[src/rtl/uart_pkg.sv]
// uart_pkg: definitions shared by the UART receiver and transmitter.
//   - uart_state_e   : receiver state encoding
//   - UART_DATA_BITS : payload bits per frame (8N1)
//   - UART_CLKS_PER_BIT : default bit period in clk cycles, shared with the transmitter
`timescale 1ns/1ps
package uart_pkg;

    localparam int unsigned UART_DATA_BITS    = 8;
    localparam int unsigned UART_CLKS_PER_BIT = 16;

    typedef enum logic [2:0] {
        StIdle  = 3'd0,
        StStart = 3'd1,
        StData  = 3'd2,
        StStop  = 3'd3,
        StBreak = 3'd4
    } uart_state_e;

endpackage

[src/rtl/uart_sync.sv]
// uart_sync: multi-flop synchroniser for a single asynchronous input.
//   clk   in  sampling clock
//   rst_n in  asynchronous active-low reset; every stage resets to 1
//   d     in  asynchronous input
//   q     out synchronised output (SYNC_STAGES cycles of latency)
// Resetting to 1 matches an idle-high serial line, so leaving reset never looks like an edge.
`timescale 1ns/1ps
module uart_sync #(
    parameter int unsigned SYNC_STAGES = 2
) (
    input  logic clk,
    input  logic rst_n,
    input  logic d,
    output logic q
);

    logic [SYNC_STAGES-1:0] sync_q;

    always_ff @(posedge clk or negedge rst_n) begin
        if (!rst_n) begin
            sync_q <= '1;
        end else begin
            sync_q <= {sync_q[SYNC_STAGES-2:0], d};
        end
    end

    assign q = sync_q[SYNC_STAGES-1];

endmodule

[src/rtl/uart_rx.sv]
// uart_rx: 8N1 UART frame receiver, LSB first, idle-high line.
//   clk       in   system clock, all logic on posedge
//   rst_n     in   asynchronous active-low reset
//   rx        in   serial line, asynchronous to clk
//   data      out  last correctly received byte
//   valid     out  one-cycle pulse, data updated this cycle
//   frame_err out  one-cycle pulse, stop bit sampled low
//   busy      out  high while a frame is in progress
// The start bit is re-checked at its middle to reject glitches; from there every bit is
// sampled one full bit period later, i.e. at its own middle.
`timescale 1ns/1ps
module uart_rx
    import uart_pkg::*;
#(
    parameter int unsigned CLKS_PER_BIT = UART_CLKS_PER_BIT,
    parameter int unsigned SYNC_STAGES  = 2
) (
    input  logic       clk,
    input  logic       rst_n,
    input  logic       rx,
    output logic [7:0] data,
    output logic       valid,
    output logic       frame_err,
    output logic       busy
);

    localparam int unsigned CNT_W = $clog2(CLKS_PER_BIT);
    localparam logic [CNT_W-1:0] CNT_HALF = CNT_W'(CLKS_PER_BIT / 2 - 1);
    localparam logic [CNT_W-1:0] CNT_FULL = CNT_W'(CLKS_PER_BIT - 1);
    localparam logic [2:0]       BIT_LAST = 3'(UART_DATA_BITS - 1);

    logic rx_s;

    uart_sync #(
        .SYNC_STAGES(SYNC_STAGES)
    ) u_sync (
        .clk  (clk),
        .rst_n(rst_n),
        .d    (rx),
        .q    (rx_s)
    );

    uart_state_e                state_q, state_d;
    logic [CNT_W-1:0]           clk_cnt_q, clk_cnt_d;
    logic [2:0]                 bit_idx_q, bit_idx_d;
    logic [UART_DATA_BITS-1:0]  shift_q, shift_d;
    logic [UART_DATA_BITS-1:0]  data_q, data_d;
    logic                       valid_q, valid_d;
    logic                       frame_err_q, frame_err_d;

    always_ff @(posedge clk or negedge rst_n) begin
        if (!rst_n) begin
            state_q     <= StIdle;
            clk_cnt_q   <= '0;
            bit_idx_q   <= '0;
            shift_q     <= '0;
            data_q      <= '0;
            valid_q     <= 1'b0;
            frame_err_q <= 1'b0;
        end else begin
            state_q     <= state_d;
            clk_cnt_q   <= clk_cnt_d;
            bit_idx_q   <= bit_idx_d;
            shift_q     <= shift_d;
            data_q      <= data_d;
            valid_q     <= valid_d;
            frame_err_q <= frame_err_d;
        end
    end

    always_comb begin
        state_d     = state_q;
        clk_cnt_d   = clk_cnt_q + CNT_W'(1);
        bit_idx_d   = bit_idx_q;
        shift_d     = shift_q;
        data_d      = data_q;
        valid_d     = 1'b0;
        frame_err_d = 1'b0;

        unique case (state_q)
            StIdle: begin
                clk_cnt_d = '0;
                if (!rx_s) begin
                    state_d = StStart;
                end
            end

            StStart: begin
                if (clk_cnt_q == CNT_HALF) begin
                    clk_cnt_d = '0;
                    bit_idx_d = '0;
                    // Line back high at mid start bit: treat as a glitch, no outputs.
                    state_d   = rx_s ? StIdle : StData;
                end
            end

            StData: begin
                if (clk_cnt_q == CNT_FULL) begin
                    clk_cnt_d = '0;
                    shift_d   = {rx_s, shift_q[UART_DATA_BITS-1:1]};
                    if (bit_idx_q == BIT_LAST) begin
                        bit_idx_d = '0;
                        state_d   = StStop;
                    end else begin
                        bit_idx_d = bit_idx_q + 3'd1;
                    end
                end
            end

            StStop: begin
                if (clk_cnt_q == CNT_FULL) begin
                    clk_cnt_d = '0;
                    if (rx_s) begin
                        // IDLE is re-entered at mid stop bit so a back-to-back start is caught.
                        data_d  = shift_q;
                        valid_d = 1'b1;
                        state_d = StIdle;
                    end else begin
                        frame_err_d = 1'b1;
                        state_d     = StBreak;
                    end
                end
            end

            StBreak: begin
                // Hold off until the line returns high so a held-low line cannot retrigger.
                clk_cnt_d = '0;
                if (rx_s) begin
                    state_d = StIdle;
                end
            end

            default: begin
                clk_cnt_d = '0;
                bit_idx_d = '0;
                state_d   = StIdle;
            end
        endcase
    end

    assign data      = data_q;
    assign valid     = valid_q;
    assign frame_err = frame_err_q;
    assign busy      = (state_q != StIdle);

endmodule

[config.mk]
export PLATFORM = sky130hd
export DESIGN_NAME = uart_rx
export DESIGN_NICKNAME = d
export VERILOG_FILES = /design/src/rtl/uart_pkg.sv /design/src/rtl/uart_sync.sv /design/src/rtl/uart_rx.sv
export SDC_FILE = /design/constraint.sdc
export NUM_CORES = 1
export LEC_CHECK = 0
export ABC_AREA = 0
export CORE_AREA = 2 2 60 62
export DETAILED_ROUTE_END_ITERATION = 7
export DIE_AREA = 0 0 62 64
export GPL_TIMING_DRIVEN = 0
export PLACE_DENSITY = 0.56
export SYNTH_ARGS = -nofsm -noshare
export SYNTH_HDL_FRONTEND = slang
export SYNTH_SLANG_ARGS = --single-unit
[constraint.sdc]
create_clock -name clk -period 2.13 [get_ports clk]
set_input_delay 0.426 -clock clk [delete_from_list [all_inputs] [get_ports clk]]
set_output_delay 0.426 -clock clk [all_outputs]
set_load 0.03 [all_outputs]
# [Word level (Yosys, flattened, before mapping)]
# Index checks and enable logic that the tools add are counted.
[op_classes] add_sub_neg=2 n_mul=0 n_div=0 order_cmp=0 n_eq_ne=13 n_shift=0 n_mux=22 n_bitwise=1 reduce_logical=8
[op_table] cell="$mux 3" count=10
[op_table] cell="$pmux 3 s5" count=1
[op_table] cell="$ne 2x2->1 const B" count=5
[op_table] cell="$pmux 3 s3" count=1
[op_table] cell="$mux 4" count=2
[op_table] cell="$pmux 4 s2" count=1
[op_table] cell="$eq 3x2->1 const B" count=2
[op_table] cell="$eq 3x3->1 const B" count=2
[op_table] cell="$mux 1" count=6
[op_table] cell="$reduce_and 3->1" count=2
[op_table] cell="$reduce_and 6->1" count=1
[op_table] cell="$add 4x1->4 const B" count=1
[op_table] cell="$eq 4x3->1 const B" count=1
[op_table] cell="$eq 4x4->1 const B" count=1
[op_table] cell="$add 3x1->3 const B" count=1
[op_table] cell="$eq 3x1->1 const B" count=1
[op_table] cell="$logic_not 3->1" count=1
[op_table] cell="$reduce_bool 3->1" count=1
[op_table] cell="$reduce_or 3->1" count=1
[op_table] cell="$mux 2" count=1
[op_table] cell="$ne 2x1->1 const B" count=1
[op_table] cell="$reduce_and 2->1" count=1
[op_table] cell="$reduce_or 2->1" count=1
[op_table] cell="$not 1->1" count=1
[totals] register_bits=30 latchBits=0 mem_bits_rw=0 mem_bits_ro=0 in_bits=3 out_inout_bits=11 word_cells=54 mem_count=0

# [Longest topological paths before layout]
[logic_depth] depth_word=4 depth_mapped=6 mapped_depth_nobuf=4

# [Cells and area by module]
# Synthesis repeated with hierarchy kept, for this count alone.
[unflattened] hier_cells=95 hier_area_um2=1328.8
[by_module_without_submodules] module="uart_rx" n_inst=1 cells_per_inst=93 area_each_um2=1276.2 seq_area_each_um2=700.7
[by_module_without_submodules] module="uart_sync" n_inst=1 cells_per_inst=2 area_each_um2=52.6 seq_area_each_um2=52.6

# [Worst setup path before layout]
# OpenSTA, ideal clock, no wires.
[synth_timing] kind="flip-flop to flip-flop" startpoint="reg clk_cnt_q[0]" endpoint="reg shift_q[1]" setup_ps=125 arrival_time_ps=1588 required_time_ps=2005 setup_slack_ps=417 path_stages_with_launch=7 n_path_buf=2 period_less_slack_ps=1713 cell_sequence="dfrtp_1 -> ha_1 -> buf_2 -> nand4_1 -> nor3_1 -> buf_4 -> mux2_2"
[synth_between] elab_chain_cells=2
[synth_lines] item="start, declared" line="uart_rx.sv:44" text="logic [CNT_W-1:0] clk_cnt_q, clk_cnt_d;"
[synth_lines] item="start signal, assigned" line="uart_rx.sv:62" text="clk_cnt_q <= clk_cnt_d;"
[synth_lines] item="$eq 4x4->1" line="uart_rx.sv:98" text="if (clk_cnt_q == CNT_FULL) begin"
[synth_lines] item="$reduce_and 2->1 (no source line)"
[synth_lines] item="end signal, assigned" line="uart_rx.sv:64" text="shift_q <= shift_d;"
[synth_lines] item="end, declared" line="uart_rx.sv:46" text="logic [UART_DATA_BITS-1:0] shift_q, shift_d;"
# Every way passes these cells.
# A chain may end at the register's enable or synchronous reset.

# [Worst setup path after layout]
[layout_timing] startpoint="reg state_q[2]" endpoint="out busy"
[layout_between] elab_chain_cells=1
[layout_lines] item="start, declared" line="uart_rx.sv:43" text="uart_state_e state_q, state_d;"
[layout_lines] item="start signal, assigned" line="uart_rx.sv:53" text="state_q <= StIdle;"
[layout_lines] item="start signal, assigned" line="uart_rx.sv:61" text="state_q <= state_d;"
[layout_lines] item="$reduce_bool 3->1" line="uart_rx.sv:144" text="assign busy = (state_q != StIdle);"
[layout_lines] item="end, declared" line="uart_rx.sv:24" text="output logic busy"
# Every way passes these cells.

==> results_dict.tcl <==
set metrics [dict create \
    rows 21 \
    endpoint_kind "output port" \
    tritoncts "done" \
    cts_sinks 30 \
    routed_wl_um 2240 \
    cp_max_fo 10 \
    yosysTopAreaCell "dfrtp_1" \
    antennaDiodeCount 0 \
    design_area_um2 1520 \
    rsz0062_at_grt "no" \
    layout.nets 120 \
    drtIter0Drc 13 \
    synth_most_common_cell "dfrtp_1" \
    finalHoldViolations 0 \
    synthFlopType "dfrtp_1" \
    num-fill-cells 320 \
    reg2reg_from "clk_cnt_q[0]" \
    r2r_slack_ns 0.21 \
    syn_inst 95 \
    fmax_mhz 518 \
    drcViolationCount 0 \
    fp.dieArea_um2 3970 \
    required_ns 1.70 \
    synth.net_count 101 \
    drive_gt1_frac 0.304 \
    post-route-util 0.461 \
    status "finished, final reports clean" \
    setup_tns_ns 0 \
    hpwl_um 1540 \
    cts.path.max_buffers 2 \
    whs_ns 0.124 \
    drv_cap 0 \
    area_delta_synth_final_pct 18.5 \
    yosysWarnings 0 \
    synth_cell_types 34 \
    htreeDepth 2 \
    r2r-end "shift_q[2]" \
    antenna_left 0 \
    synth_commonest_cells "28 x dfrtp_1, 16 x mux2_2, 4 x nor3_1" \
    synth_area_leaders "dfrtp_1 55%, mux2_2 14%, dfstp_2 4.1%, ha_1 2.9%, a22o_1 2.1%" \
    cp-start-kind "flip-flop" \
    cp-startpoint "state_q[2]" \
    place_area_um2 1470 \
    leakagePower_uw 0.000700 \
    ios 14 \
    fp.coreArea_um2 3280 \
    finalCritPeriodShare 0.906 \
    dr.pass1.iters 4 \
    final-setup-viol-count 0 \
    yosysSeqAreaShare 0.589 \
    synth_edf_count 0 \
    yosysTopAreaCellShare 0.548 \
    path_clk_slew_ns 0.10 \
    root_buffer "clkbuf_4" \
    vias 824 \
    syn_avg_cell_area_um2 13.5 \
    die_x_um 62 \
    synth_area_um2 1280 \
    via_per_inst 5.12 \
    grt_max_degree 31 \
    grt-ovfl-total 0 \
    min_path_type "primary input to async pin" \
    ff2ff_path_depth 6 \
    finalCriticalPeriod_ns 1.93 \
    cp.arrival_ns 1.50 \
    worst_pin_slew_ns 0.675 \
    synth-seq-cells 30 \
    portBuffers 13 \
    synthArstFlopShare 1.00 \
    finalClockSkew_ns 0.0129 \
    antenna_found_initial 0 \
    ir_worst_vdd_mv 0.469 \
    gp_congestion 0.704 \
    grt_pass1_wl_um 4110 \
    start_util 0.389 \
    grt_usage 0.145 \
    clock_latency_ns 0.32 \
    die_h_um 64 \
    wl_per_cell_um 13.9 \
    maxSlewViolCount 0 \
    cts_buffers 5 \
    p_per_area_nw_per_um2 915 \
    path_class "flip-flop to output port" \
    first_global_vias 894 \
    slew_headroom 0.550 \
]
placed cells by master, fill, tap and decap left out, drive strengths merged, types with 3 or more instances in the layout:
cell / instances
ha: 3
nor3: 5
buf: 5
nor2: 3
mux2: 16
a22o: 3
clkbuf: 9
clkdlybuf4s50: 11
dfrtp: 28
repair_timing:
| action | in CTS | in global routing |
|---|---|---|
| hold buffers | 0 | 0 |
| endpoints found under the setup margin | 1 | 1 |
| cloned | 0 | 0 |
| buffers inserted | 0 | 0 |
| pin swaps | 0 | 0 |
| gates resized for setup | 3 | 2 |
cell type report:
type | count | area [um2] | share of cell area
clock inverter | 1 | 5.00 | 0.00330
buffer | 5 | 27.5 | 0.0182
tap | 46 | 57.6 | 0.0380
clock buffer | 7 | 55.1 | 0.0363
multi-input combinational | 58 | 492 | 0.325
sequential | 30 | 754 | 0.498
timing repair buffer | 13 | 120 | 0.0793
inverter | 1 | 3.75 | 0.00248
sequential cells by signal, summed over array words and instances, names as in the netlist:
signal	count
data	8
shift_q	8
bit_idx_q	3
valid	1
state_q	3
frame_err	1
clk_cnt_q	4
u_sync.sync_q	2
layer usage:
layer	part of all wire	up-vias	track usage
li1	-	388	-
met1	0.44	419	0.175
met2	0.51	15	0.225
met3	0.032	2	0.0567
met4	0.0081	0	0.0638
met5	0	-	0
where the power goes:
| group | leakage, uW | switching, uW | internal (uW) | total [uW] |
|---|---|---|---|---|
| clock | 0.0000353 | 191 | 160 | 351 |
| combinational | 0.000268 | 187 | 146 | 333 |
| sequential | 0.000397 | 66.7 | 635 | 702 |
through the flow:
stage / power [uW] / worst slack [ns] / instances
finish: 1390 / 0.201 / 161
global placement: 1030 / 0.0797 / 154
detailed placement: 1060 / 0.0484 / 154
global route: 1500 / 0.0381 / 161
floorplan: 957 / 0.417 / 95
CTS: 1410 / 0.0188 / 161
worst max-delay path by stage:
stage                      end  slack (ns)
finish                    busy        0.20
CTS                       busy        0.02
detailed placement  shift_q[2]        0.05
global placement          busy        0.08
global route        shift_q[5]        0.04
floorplan           shift_q[1]        0.42
logic make-up after synthesis:
family,after synthesis,share of synthesized area
AOI/OAI and AO/OA,10,0.0607
xor gates and xnor gates,2,0.0137
adders and majority gates,3,0.0294
buffers and inverters,7,0.0264
DFF,30,0.589
muxes,16,0.141
and+or+nand+nor,27,0.140
critical path, stage by stage, from the launching register on:
cell and delay (ns):
dfrtp_2 0.46, clkbuf_2 0.20, or3_1 0.33, clkbuf_2 0.19
(Power assumes the default switching activity.)
